==> src/rtl/eth_pkg.sv <==
// Shared constants and FSM state type for the Ethernet TX frame arbiter.
package eth_pkg;

    localparam int ETH_MIN_LAST = 59;   // 60-byte minimum frame before FCS
    localparam int IFG_CYC_DEF  = 96;
    localparam int WAIT_BUSY_TO = 15;
    localparam int ADDR_W       = 11;

    typedef enum logic [2:0] {
        ST_IDLE,
        ST_LAUNCH,
        ST_WAIT_BUSY,
        ST_SEND,
        ST_GAP
    } arb_state_t;

    function automatic logic [ADDR_W-1:0] pad_last(input logic [ADDR_W-1:0] last);
        return (last < ADDR_W'(ETH_MIN_LAST)) ? ADDR_W'(ETH_MIN_LAST) : last;
    endfunction

endpackage

==> src/rtl/eth_rr_pick.sv <==
// Combinational round-robin select: first requester at or after the pointer, wrapping.
module eth_rr_pick #(
    parameter int NREQ = 4,
    parameter int PW   = 2
)(
    input  logic [NREQ-1:0] i_req,
    input  logic [PW-1:0]   i_ptr,
    output logic [NREQ-1:0] o_onehot,
    output logic [PW-1:0]   o_idx,
    output logic            o_vld
);

    always_comb begin : pick
        int unsigned j;
        j        = 0;
        o_onehot = '0;
        o_idx    = '0;
        o_vld    = 1'b0;
        for (int unsigned k = 0; k < NREQ; k++) begin
            j = (32'(i_ptr) + k) % NREQ;
            if (!o_vld && i_req[j]) begin
                o_vld       = 1'b1;
                o_idx       = PW'(j);
                o_onehot[j] = 1'b1;
            end
        end
    end

endmodule

==> src/rtl/eth_tx_arb.sv <==
// Round-robin arbiter launching buffered frames into a single Ethernet MAC,
// with start timeout, minimum-frame padding and inter-frame gap.
module eth_tx_arb
    import eth_pkg::*;
#(
    parameter int NREQ    = 4,
    parameter int IFG_CYC = IFG_CYC_DEF
)(
    input  logic                 clk,
    input  logic                 reset,
    input  logic [NREQ-1:0]      req,
    input  logic [NREQ*11-1:0]   req_last,
    output logic [NREQ-1:0]      gnt,
    output logic [NREQ-1:0]      done,
    output logic                 err,
    output logic [10:0]          rd_addr,
    input  logic [NREQ*8-1:0]    rd_data,
    output logic                 mac_tx_vld,
    output logic [10:0]          mac_tx_count,
    input  logic [10:0]          mac_tx_addr,
    input  logic                 mac_tx_busy,
    output logic [7:0]           mac_tx_data
);

    localparam int PW = $clog2(NREQ);
    localparam int GW = $clog2(IFG_CYC + 1);
    localparam int TW = $clog2(WAIT_BUSY_TO + 1);

    arb_state_t      r_state;
    logic [PW-1:0]   r_ptr;
    logic [PW-1:0]   r_win;
    logic [10:0]     r_last;
    logic [GW-1:0]   r_gap;
    logic [TW-1:0]   r_tmo;
    logic [NREQ-1:0] r_gnt;
    logic [NREQ-1:0] r_done;
    logic            r_err;
    logic            r_vld;
    logic [10:0]     r_count;

    logic [NREQ-1:0] w_pick_onehot;
    logic [PW-1:0]   w_pick_idx;
    logic            w_pick_vld;
    logic [10:0]     w_last_sel;
    logic [PW-1:0]   w_ptr_next;

    eth_rr_pick #(
        .NREQ (NREQ),
        .PW   (PW)
    ) u_pick (
        .i_req    (req),
        .i_ptr    (r_ptr),
        .o_onehot (w_pick_onehot),
        .o_idx    (w_pick_idx),
        .o_vld    (w_pick_vld)
    );

    assign w_last_sel = req_last[w_pick_idx*11 +: 11];
    assign w_ptr_next = (w_pick_idx == PW'(NREQ - 1)) ? '0 : w_pick_idx + PW'(1);

    always_ff @(posedge clk) begin
        if (reset) begin
            r_state <= ST_IDLE;
            r_ptr   <= '0;
            r_win   <= '0;
            r_last  <= '0;
            r_gap   <= '0;
            r_tmo   <= '0;
            r_gnt   <= '0;
            r_done  <= '0;
            r_err   <= 1'b0;
            r_vld   <= 1'b0;
            r_count <= '0;
        end else begin
            r_vld  <= 1'b0;
            r_done <= '0;
            r_err  <= 1'b0;
            case (r_state)
                ST_IDLE: begin
                    if (w_pick_vld) begin
                        r_win   <= w_pick_idx;
                        r_last  <= w_last_sel;
                        r_gnt   <= w_pick_onehot;
                        r_vld   <= 1'b1;
                        r_count <= pad_last(w_last_sel);
                        r_ptr   <= w_ptr_next;
                        r_state <= ST_LAUNCH;
                    end
                end
                ST_LAUNCH: begin
                    r_tmo   <= '0;
                    r_state <= ST_WAIT_BUSY;
                end
                ST_WAIT_BUSY: begin
                    if (mac_tx_busy) begin
                        r_state <= ST_SEND;
                    end else if (r_tmo == TW'(WAIT_BUSY_TO - 1)) begin
                        r_err   <= 1'b1;
                        r_gnt   <= '0;
                        r_gap   <= '0;
                        r_state <= ST_GAP;
                    end else begin
                        r_tmo <= r_tmo + TW'(1);
                    end
                end
                ST_SEND: begin
                    if (!mac_tx_busy) begin
                        r_done  <= r_gnt;
                        r_gnt   <= '0;
                        r_gap   <= '0;
                        r_state <= ST_GAP;
                    end
                end
                ST_GAP: begin
                    if (r_gap == GW'(IFG_CYC - 1)) begin
                        r_gap   <= '0;
                        r_state <= ST_IDLE;
                    end else begin
                        r_gap <= r_gap + GW'(1);
                    end
                end
                default: r_state <= ST_IDLE;
            endcase
        end
    end

    // Bytes past the requester's last index are zero padding up to the minimum frame.
    always_comb begin
        mac_tx_data = '0;
        if (r_gnt != '0 && mac_tx_addr <= r_last)
            mac_tx_data = rd_data[r_win*8 +: 8];
    end

    assign rd_addr      = mac_tx_addr;
    assign gnt          = r_gnt;
    assign done         = r_done;
    assign err          = r_err;
    assign mac_tx_vld   = r_vld;
    assign mac_tx_count = r_count;

endmodule

==> config.mk <==
export PLATFORM = sky130hd
export DESIGN_NAME = eth_tx_arb
export DESIGN_NICKNAME = d
export VERILOG_FILES = /design/src/rtl/eth_pkg.sv /design/src/rtl/eth_rr_pick.sv /design/src/rtl/eth_tx_arb.sv
export SDC_FILE = /design/constraint.sdc
export NUM_CORES = 1
export LEC_CHECK = 0
export ABC_AREA = 1
export CORE_MARGIN = 5
export CORE_UTILIZATION = 49
export DETAILED_ROUTE_END_ITERATION = 16
export PLACE_DENSITY = 0.87
export REMOVE_ABC_BUFFERS = 1
export SLEW_MARGIN = 10
export SYNTH_ARGS = -nofsm -noshare
export SYNTH_HDL_FRONTEND = slang
export SYNTH_SLANG_ARGS = --single-unit
==> constraint.sdc <==
create_clock -name clk -period 3.8 [get_ports clk]
set_clock_uncertainty 0.05 [all_clocks]
set_input_delay 0.76 -clock clk [delete_from_list [all_inputs] [get_ports clk]]
set_output_delay 0.76 -clock clk [all_outputs]
set_load 0.01 [all_outputs]
======== Word-level counts from Yosys, hierarchy flattened ========
Cells that the tools add are included.
word-level totals
  bits in registers ....................... 50
  bits of input ports ..................... 94
  output and inout bits ................... 40
  word-level logic and storage cells ...... 126
cells by class
  $add $sub $neg .......................... 6
  multipliers ............................. 1
  order comparisons ....................... 10
  equality and inequality tests ........... 14
  shift operators ......................... 2
  multiplexer cells ....................... 52
  bitwise operators ....................... 6
  reductions and logical operators ........ 24
operator list
  cell                                                                   number
  44-bit by 7-bit indexed part select with 11-bit output                 1
  4-bit two-way mux                                                      10
  32-bit by 6-bit indexed part select with 8-bit output                  1
  7-bit two-way mux                                                      4
  7-bit case mux with 3 select lines                                     1
  3-bit two-way mux                                                      5
  3-bit case mux with 5 select lines                                     1
  1-bit two-way mux                                                      14
  2-bit by 3-bit < comparator with 1-bit output, second input constant   4
  4-bit OR                                                               3
  4-bit case mux with 3 select lines                                     1
  11-bit less-or-equal comparator                                        1
  11-bit by 6-bit < comparator with 1-bit output, second input constant  1
  11-bit two-way mux                                                     1
  2-bit two-way mux                                                      5
  2-bit inequality test, second input constant                           5
  1-bit binary-select mux with 2-bit select                              4
  1-bit demux with 2-bit select                                          4
  2-bit by 1-bit >= comparator with 1-bit output, second input constant  4
  1-bit logical AND                                                      8
  8-bit two-way mux                                                      1
  4-bit case mux with 2 select lines                                     1
  4-bit AND reduction                                                    2
  7-bit by 1-bit adder with 7-bit output, second input constant          1
  other kinds (23)                                                       32

======== Logic depth before layout (Yosys ltp) ========
Gate-level depths: netlist of run 1.
  word-level depth ........................ 16
  depth in mapped cells ................... 21
  depth with buffers taken out ............ 19

======== Cells and area by module ========
From an unflattened synthesis of run 1, not the netlist that was laid out.
unflattened totals
  cells, all modules ...................... 565
  area, all modules ....................... 3568.4 um2
modules (own cells, without submodules)
  module       instances  cells an instance  area an instance (um2)  seq. area each (um2)
  eth_tx_arb   1          491                3128.0                  1001.0
  eth_rr_pick  1          74                 440.4                   0.0

======== Least setup slack after synthesis of run 1 ========
OpenSTA, ideal clock, no wires.
  path type ............................... input to output
  start ................................... input port mac_tx_addr[2]
  end ..................................... output port mac_tx_data[0]
  arrival time ............................ 2174 ps
  data required time ...................... 2990 ps
  setup slack ............................. 816 ps
  stages .................................. 11
  path buffers ............................ 0
  path through ............................ ha_1 -> a21oi_1 -> o21ai_0 -> a21o_1 -> a21oi_1 -> o21ai_0 -> a21boi_0 -> o21ai_0 -> nand2_1 -> o41ai_1 -> nor2_1
on the way
  cells in the longest elaborated chain, start to end .. 3
RTL lines
  element                          RTL line           source
  start: declaration               eth_tx_arb.sv:20   input logic [10:0] mac_tx_addr,
  11-bit less-or-equal comparator  eth_tx_arb.sv:130  if (r_gnt != '0 && mac_tx_addr <= r_last)
  1-bit logical AND                eth_tx_arb.sv:130
  8-bit two-way mux                eth_tx_arb.sv:130
  end: declaration                 eth_tx_arb.sv:22   output logic [7:0] mac_tx_data
No other way between the ends.

======== Final worst setup path of run 1 ========
  start ................................... input port mac_tx_addr[1]
  end ..................................... output port mac_tx_data[1]
The elaborated chain is that of the path after synthesis.

==> run summary, run 1 <==
Largest net degree at the start of global routing -> 32
DRT iter0 DRCs -> 218
DIE WIDTH -> 96.8 µm
Antenna viol nets, final -> 0
Placer Congestion -> 0.916
DR vias -> 4011
First-pass GRT wire length -> 17800 µm
Clock Sinks -> 50
CTS tree -> done
Register area share after synthesis -> 0.271
Metal-1 WL -> 4460 µm
DRC viols -> 0
Number of global-route vias before repair -> 3931
Diodes inserted -> 0
Startpoint Class -> input pin
Pwr Density -> 716 nW/µm²
Max layer used -> met4
CTS root buffer -> clkbuf_8
WL met3 -> 685 µm
Area of the mapped netlist -> 3690 µm²
Via/cell ratio -> 5.26
Post-DP HPWL -> 8530 µm
Reg2reg path depth -> 17
Min-delay worst type -> register to register
CP arrival -> 2.83 ns
Worst VDD drop -> 454 µV
Worst-path clk slew -> 0.08 ns
Hold slack -> 0.423 ns
Layout cell share with drive strength beyond 1 -> 0.0950
Cell leakage power -> 2.23 nW
Die Ht -> 96.8 µm
Synthesis-to-layout area growth -> 36.3%
Multi-input logic area -> 2180 µm²
Cell area after layout -> 5030 µm²
CP Capture Type -> output port
Flip-flop and latch area -> 1000 µm²
Core Box Area -> 7290 µm²
Clock latency on the worst-skew pair -> 0.30 ns
Total GRT Usage -> 0.221
Setup Fix Bufs, Post-CTS -> 0
Outcome -> complete, no violations
Max clock buf depth -> 2
Placed Area -> 4980 µm²
Crit path kind -> input pin to output port
Worst Hold Depth -> 2
Routed WL -> 10700 µm
PortBufs -> 133
Relative slew margins -> 0.552
F_max -> 275 MHz
Nets -> 779
Initial antenna violation count -> 0
Synth Instances -> 550
Die Area -> 9370 µm²
TritonCTS buffer count -> 5
Netlist cell types -> 41
CTS H-tree depth -> 2
Max_cap viols -> 0
Minimum clock period -> 3.64 ns
Critical Path RT -> 2.99 ns
Slew @ Worst Pin -> 0.672 ns
Pre-antenna DRT Iters -> 4
Critical-path maximum fanout -> 8
Top Ports -> 134
Yosys reg bits -> 50
Synth warnings -> 0
Fill count -> 636
Period utilisation layout -> 0.958
Endpoints failing hold -> 0
Met2 wire length -> 5410 µm
Wire length per cell -> 14.1 µm
RSZ-0062 raised after global routing -> false
Starting density of the core -> 0.506
Max-slew violations -> 0
Setup violators final -> 0
FP Rows -> 31
Syn avg cell area -> 6.71 µm²
CTS Hold Bufs -> 0
Grt total ovfl -> 0
-- layer usage --
| layer | track usage | vias up |
|---|---|---|
| met3 | 0.0576 | 14 |
| met2 | 0.401 | 157 |
| met4 | 0.0518 | 0 |
| li1 | - | 2013 |
| met5 | 0 | - |
| met1 | 0.258 | 1827 |
-- state kept, by name, summed over array words and instances (netlist names) --
name          cells
r_state           3
r_ptr             2
r_tmo             4
gnt               4
mac_tx_vld        1
r_win             2
r_last           11
r_gap             7
err               1
mac_tx_count     11
done              4
-- placed cells by master, fill, tap and decap left out, types with 2 or more instances in the layout --
cell	instances
nand4_1	20
o21a_1	2
dfxtp_1	50
nand3_1	42
buf_2	8
nand3_2	4
a22oi_1	3
inv_2	5
clkdlybuf4s50_1	124
nand2_1	133
nor3_1	8
nand2_4	4
nor2_1	36
clkbuf_8	5
clkbuf_1	2
nand3_4	3
buf_4	6
a211oi_1	3
a31oi_1	3
ha_1	21
a21oi_1	41
a32o_1	8
o21ai_1	2
or2_2	2
nand2_2	13
xor2_1	2
nor2_2	2
o21ai_0	14
a21oi_2	6
nor4_1	2
inv_1	72
o211ai_1	4
-- power breakdown --
group | switching (mW) | total, mW | internal [mW]
registers | 0.159 | 0.829 | 0.670
clock network | 0.165 | 0.293 | 0.127
logic | 1.56 | 2.48 | 0.923
total | 1.88 | 3.60 | 1.72
-- layout make-up --
| cell class | count | area share |
|---|---|---|
| repair buffers | 139 | 0.266 |
| flip-flops and latches | 50 | 0.199 |
| inverters | 79 | 0.0614 |
| multi-input cells | 388 | 0.434 |
| clock buffers | 7 | 0.0152 |
| well taps | 99 | 0.0246 |
-- what timing repair did --
item,4_1_cts,5_1_grt
resized for setup,34,3
setup endpoints to repair,8,8
pin swaps,2,0
-- cells in the mapped netlist (all sizes together) --
library cell,number,area (µm²)
buf,23,173
o21ai,17,88.8
nand4,20,125
a21oi,47,258
a31oi,3,18.8
nor3,8,40.0
or2,2,12.5
nand3,49,303
nor2,39,168
nor3b,1,7.51
inv,78,300
xor2,2,17.5
o41ai,1,8.76
a22oi,3,22.5
a21o,1,7.51
xnor2,1,8.76
a32o,8,80.1
a21boi,2,15.0
nand2,150,626
o211ai,4,30.0
a221oi,1,8.76
dfxtp,50,1000
ha,22,275
a211oi,3,22.5
nor4,2,12.5
clkbuf,10,37.5
o21a,2,15.0
clkinv,1,8.76
-- cell families (layout without fill, tap and decap cells) --
| family | Yosys count | after routing | synth area share |
|---|---|---|---|
| XOR/XNOR | 3 | 3 | 0.00712 |
| buffers and inverters | 112 | 225 | 0.141 |
| AND/OR/NAND/NOR | 271 | 271 | 0.351 |
| flip-flops | 50 | 50 | 0.271 |
| adder cells (fa/ha/maj) | 22 | 22 | 0.0746 |
| AO/OA/AOI/OAI | 92 | 92 | 0.156 |
-- worst max-delay path, cell delays in order --
cell	delay (ns)
clkdlybuf4s50_1	0.42
ha_1	0.30
nand2_1	0.09
o21ai_1	0.06
a21o_1	0.17
a21oi_1	0.13
o21ai_1	0.08
a21boi_1	0.13
o21ai_0	0.09
nand2_1	0.12
o41ai_1	0.09
buf_4	0.17
nor2_1	0.09
buf_2	0.14
-- stage by stage --
stage | setup TNS [ns] | instances | power, mW | worst slack (ns) | util
2_1_floorplan | 0 | 517 | 2.51 | 0.816 | -
3_3_place_gp | -2.27 | 755 | 3.23 | -0.291 | 0.683
3_5_place_dp | -2.97 | 755 | 3.32 | -0.380 | 0.683
4_1_cts | 0 | 762 | 3.59 | 0.0742 | 0.688
5_1_grt | 0 | 762 | 3.95 | 0.00834 | 0.690
6_report | 0 | 762 | 3.60 | 0.159 | 0.690
-- final timing paths --
check                                             startpoint                            to  slack, ns
worst max-delay path                          mac_tx_addr[1]                mac_tx_data[1]       0.16
worst min-delay path            mac_tx_count[7]$_SDFFE_PP0P_  mac_tx_count[7]$_SDFFE_PP0P_       0.42
worst max register to register         r_ptr[1]$_SDFFE_PP0P_  mac_tx_count[2]$_SDFFE_PP0P_       0.69
worst min register to register  mac_tx_count[7]$_SDFFE_PP0P_  mac_tx_count[7]$_SDFFE_PP0P_       0.42
(Power assumes the default switching activity.)
==> run 2: changes to the inputs <==
CORE_ASPECT_RATIO = 1.5   (was unset)
CORE_UTILIZATION = 46   (was 49)
PLACE_DENSITY = 0.82   (was 0.87)
TNS_END_PERCENT = 100   (was unset)
clock period = 3.9 ns   (was 3.8 ns; I/O delays follow)
==> run 2 against run 1 <==
Net effect: final cell count rose by 0.79%; highest routed layer unchanged; clock-buffer cell count fell by 2; total power rose by 1.5%; largest power group unchanged; sequential power fell by 3.7%; wire length fell by 4.2%; critical path type unchanged; design area rose by 2.6%; sequential share of layout area fell by 0.50 points; worst setup slack improved by 0.079 ns; clock power rose by 43%; utilization fell by 3.7 points.
==> run summary, run 2 (synthesized netlist as in run 1, its figures left out) <==
CP Capture Type -> output port
FF-to-FF setup slack -> 0.71 ns
Internal -> 1.80 mW
CTS tree -> done
Flop pwr share -> 0.218
Pwr Density -> 708 nW/µm²
Psw -> 1.85 mW
DIE WIDTH -> 83.1 µm
Endpoints failing hold -> 0
Clock Sinks -> 50
GR Util met2 -> 0.390
CP arrival -> 2.83 ns
Diodes inserted -> 0
TritonCTS buffer count -> 5
Min-delay worst type -> register to register
CTS H-tree depth -> 2
Grt total ovfl -> 0
Buffers & Inverters on Critical Path -> 4
Nets -> 779
Placed Area -> 4980 µm²
GR Layer Usage met1 -> 0.224
Minimum clock period -> 3.66 ns
CTS root buffer -> clkbuf_16
Top delay family on crit path -> buffers and inverters
Critical-path maximum fanout -> 6
First-pass GRT wire length -> 17100 µm
Max-slew violations -> 0
Logic pwr share -> 0.668
FP Rows -> 40
Worst VDD drop -> 482 µV
Outcome -> complete, no violations
F_max -> 273 MHz
Initial antenna violation count -> 0
Die Ht -> 120 µm
Core Box Area -> 7910 µm²
Critical path's slowest cell -> clkdlybuf4s50_1
Die Area -> 9950 µm²
Starting density of the core -> 0.467
Startpoint Class -> input pin
Crit path kind -> input pin to output port
Worst-path clk slew -> 0.07 ns
Number of global-route vias before repair -> 3829
Post-DP HPWL -> 8220 µm
Crit path cell chain -> clkdlybuf4s50_1 > inv_1 > ha_1 > o21ai_1 > a21o_1 > a21oi_1 > o21ai_0 > a21boi_1 > o21ai_0 > nand2_1 > o41ai_4 > buf_4 > nor2_1 > buf_2
DR vias -> 3965
Worst path most repeated cell -> o21ai_0
Antenna viol nets, final -> 0
Routed WL -> 10300 µm
Max_cap viols -> 0
Clock power share -> 0.114
Cell leakage power -> 2.29 nW
Setup violators final -> 0
Synthesis-to-layout area growth -> 39.9%
Max clock buf depth -> 2
Pre-antenna DRT Iters -> 5
Via/cell ratio -> 5.16
GRT Max-Usage Layer -> met2
Max incr delay on CP -> 0.49 ns
DRC viols -> 0
Most frequent cells in the layout -> nand2_1 (132), clkdlybuf4s50_1 (123), inv_1 (72)
Relative slew margins -> 0.593
Largest net degree at the start of global routing -> 32
Clock latency on the worst-skew pair -> 0.29 ns
Cell area after layout -> 5160 µm²
Total GRT Usage -> 0.201
Placer Congestion -> 0.832
M3 GR Usage -> 0.0247
CTS Hold Bufs -> 0
Top Ports -> 134
PortBufs -> 133
Hold slack -> 0.417 ns
Wire length per cell -> 13.4 µm
Switching share of power -> 0.506
Critical Path RT -> 3.07 ns
Slew @ Worst Pin -> 0.610 ns
Layout cell share with drive strength beyond 1 -> 0.0965
DRT iter0 DRCs -> 211
Period utilisation layout -> 0.939
Commonest non-fill, non-tap cell in the layout -> nand2_1
RSZ-0062 raised after global routing -> false
## run 2: layout make-up
| class | instances | area (µm²) |
|---|---|---|
| clock inverter | 2 | 15.0 |
| tap | 105 | 131 |
| fill | 727 | 2750 |
| multi-input combinational | 388 | 2220 |
| sequential | 50 | 1000 |
| timing repair buffer | 139 | 1360 |
| inverter | 79 | 309 |
| clock buffer | 5 | 125 |
## run 2: layer usage
layer / routed length, µm / up-vias
li1: - / 2025
met5: 0 / -
met3: 400 / 20
met1: 4120 / 1811
met2: 5510 / 109
met4: 248 / 0
## run 2: through the flow
stage / setup WS, ns / power [mW] / util / std cells / TNS, ns
global placement: -0.291 / 3.14 / 0.630 / 760 / -2.23
global route: 0.0618 / 4.02 / 0.653 / 768 / 0
floorplan: 0.876 / 2.45 / - / 517 / 0
detailed placement: -0.351 / 3.21 / 0.630 / 760 / -2.69
CTS: 0.0635 / 3.64 / 0.648 / 768 / 0
finish: 0.238 / 3.66 / 0.653 / 768 / 0
## run 2: tightest hold or removal path, delay by kind of cell (launching register included)
family / cells / cell delay, ns
compound gates: 1 / 0.05
flops: 1 / 0.31
simple gates: 1 / 0.06
## run 2: worst paths after layout
| check | to | start | cells after the start |
|---|---|---|---|
| max | mac_tx_data[4] | mac_tx_addr[0] | 14 |
| min reg2reg | r_last[9]$_SDFFE_PP0P_ | r_last[9]$_SDFFE_PP0P_ | 2 |
| max reg2reg | mac_tx_count[2]$_SDFFE_PP0P_ | r_ptr[1]$_SDFFE_PP0P_ | 17 |
| min | r_last[9]$_SDFFE_PP0P_ | r_last[9]$_SDFFE_PP0P_ | 2 |
## run 2: timing repair
item / CTS / global route
cloned: 0 / 0
gates resized for setup: 20 / 7
pin swaps: 2 / 3
endpoints found under the setup margin: 8 / 8
setup buffers: 1 / 0
## run 2: power by group through the flow
stage | Sequential, mW | Combinational [mW] | Clock (mW)
2_1_floorplan | 0.807 | 1.64 | 0
3_3_place_gp | 0.792 | 2.35 | 0
3_5_place_dp | 0.799 | 2.41 | 0
4_1_cts | 0.797 | 2.42 | 0.424
5_1_grt | 0.818 | 2.76 | 0.443
6_report | 0.798 | 2.44 | 0.418
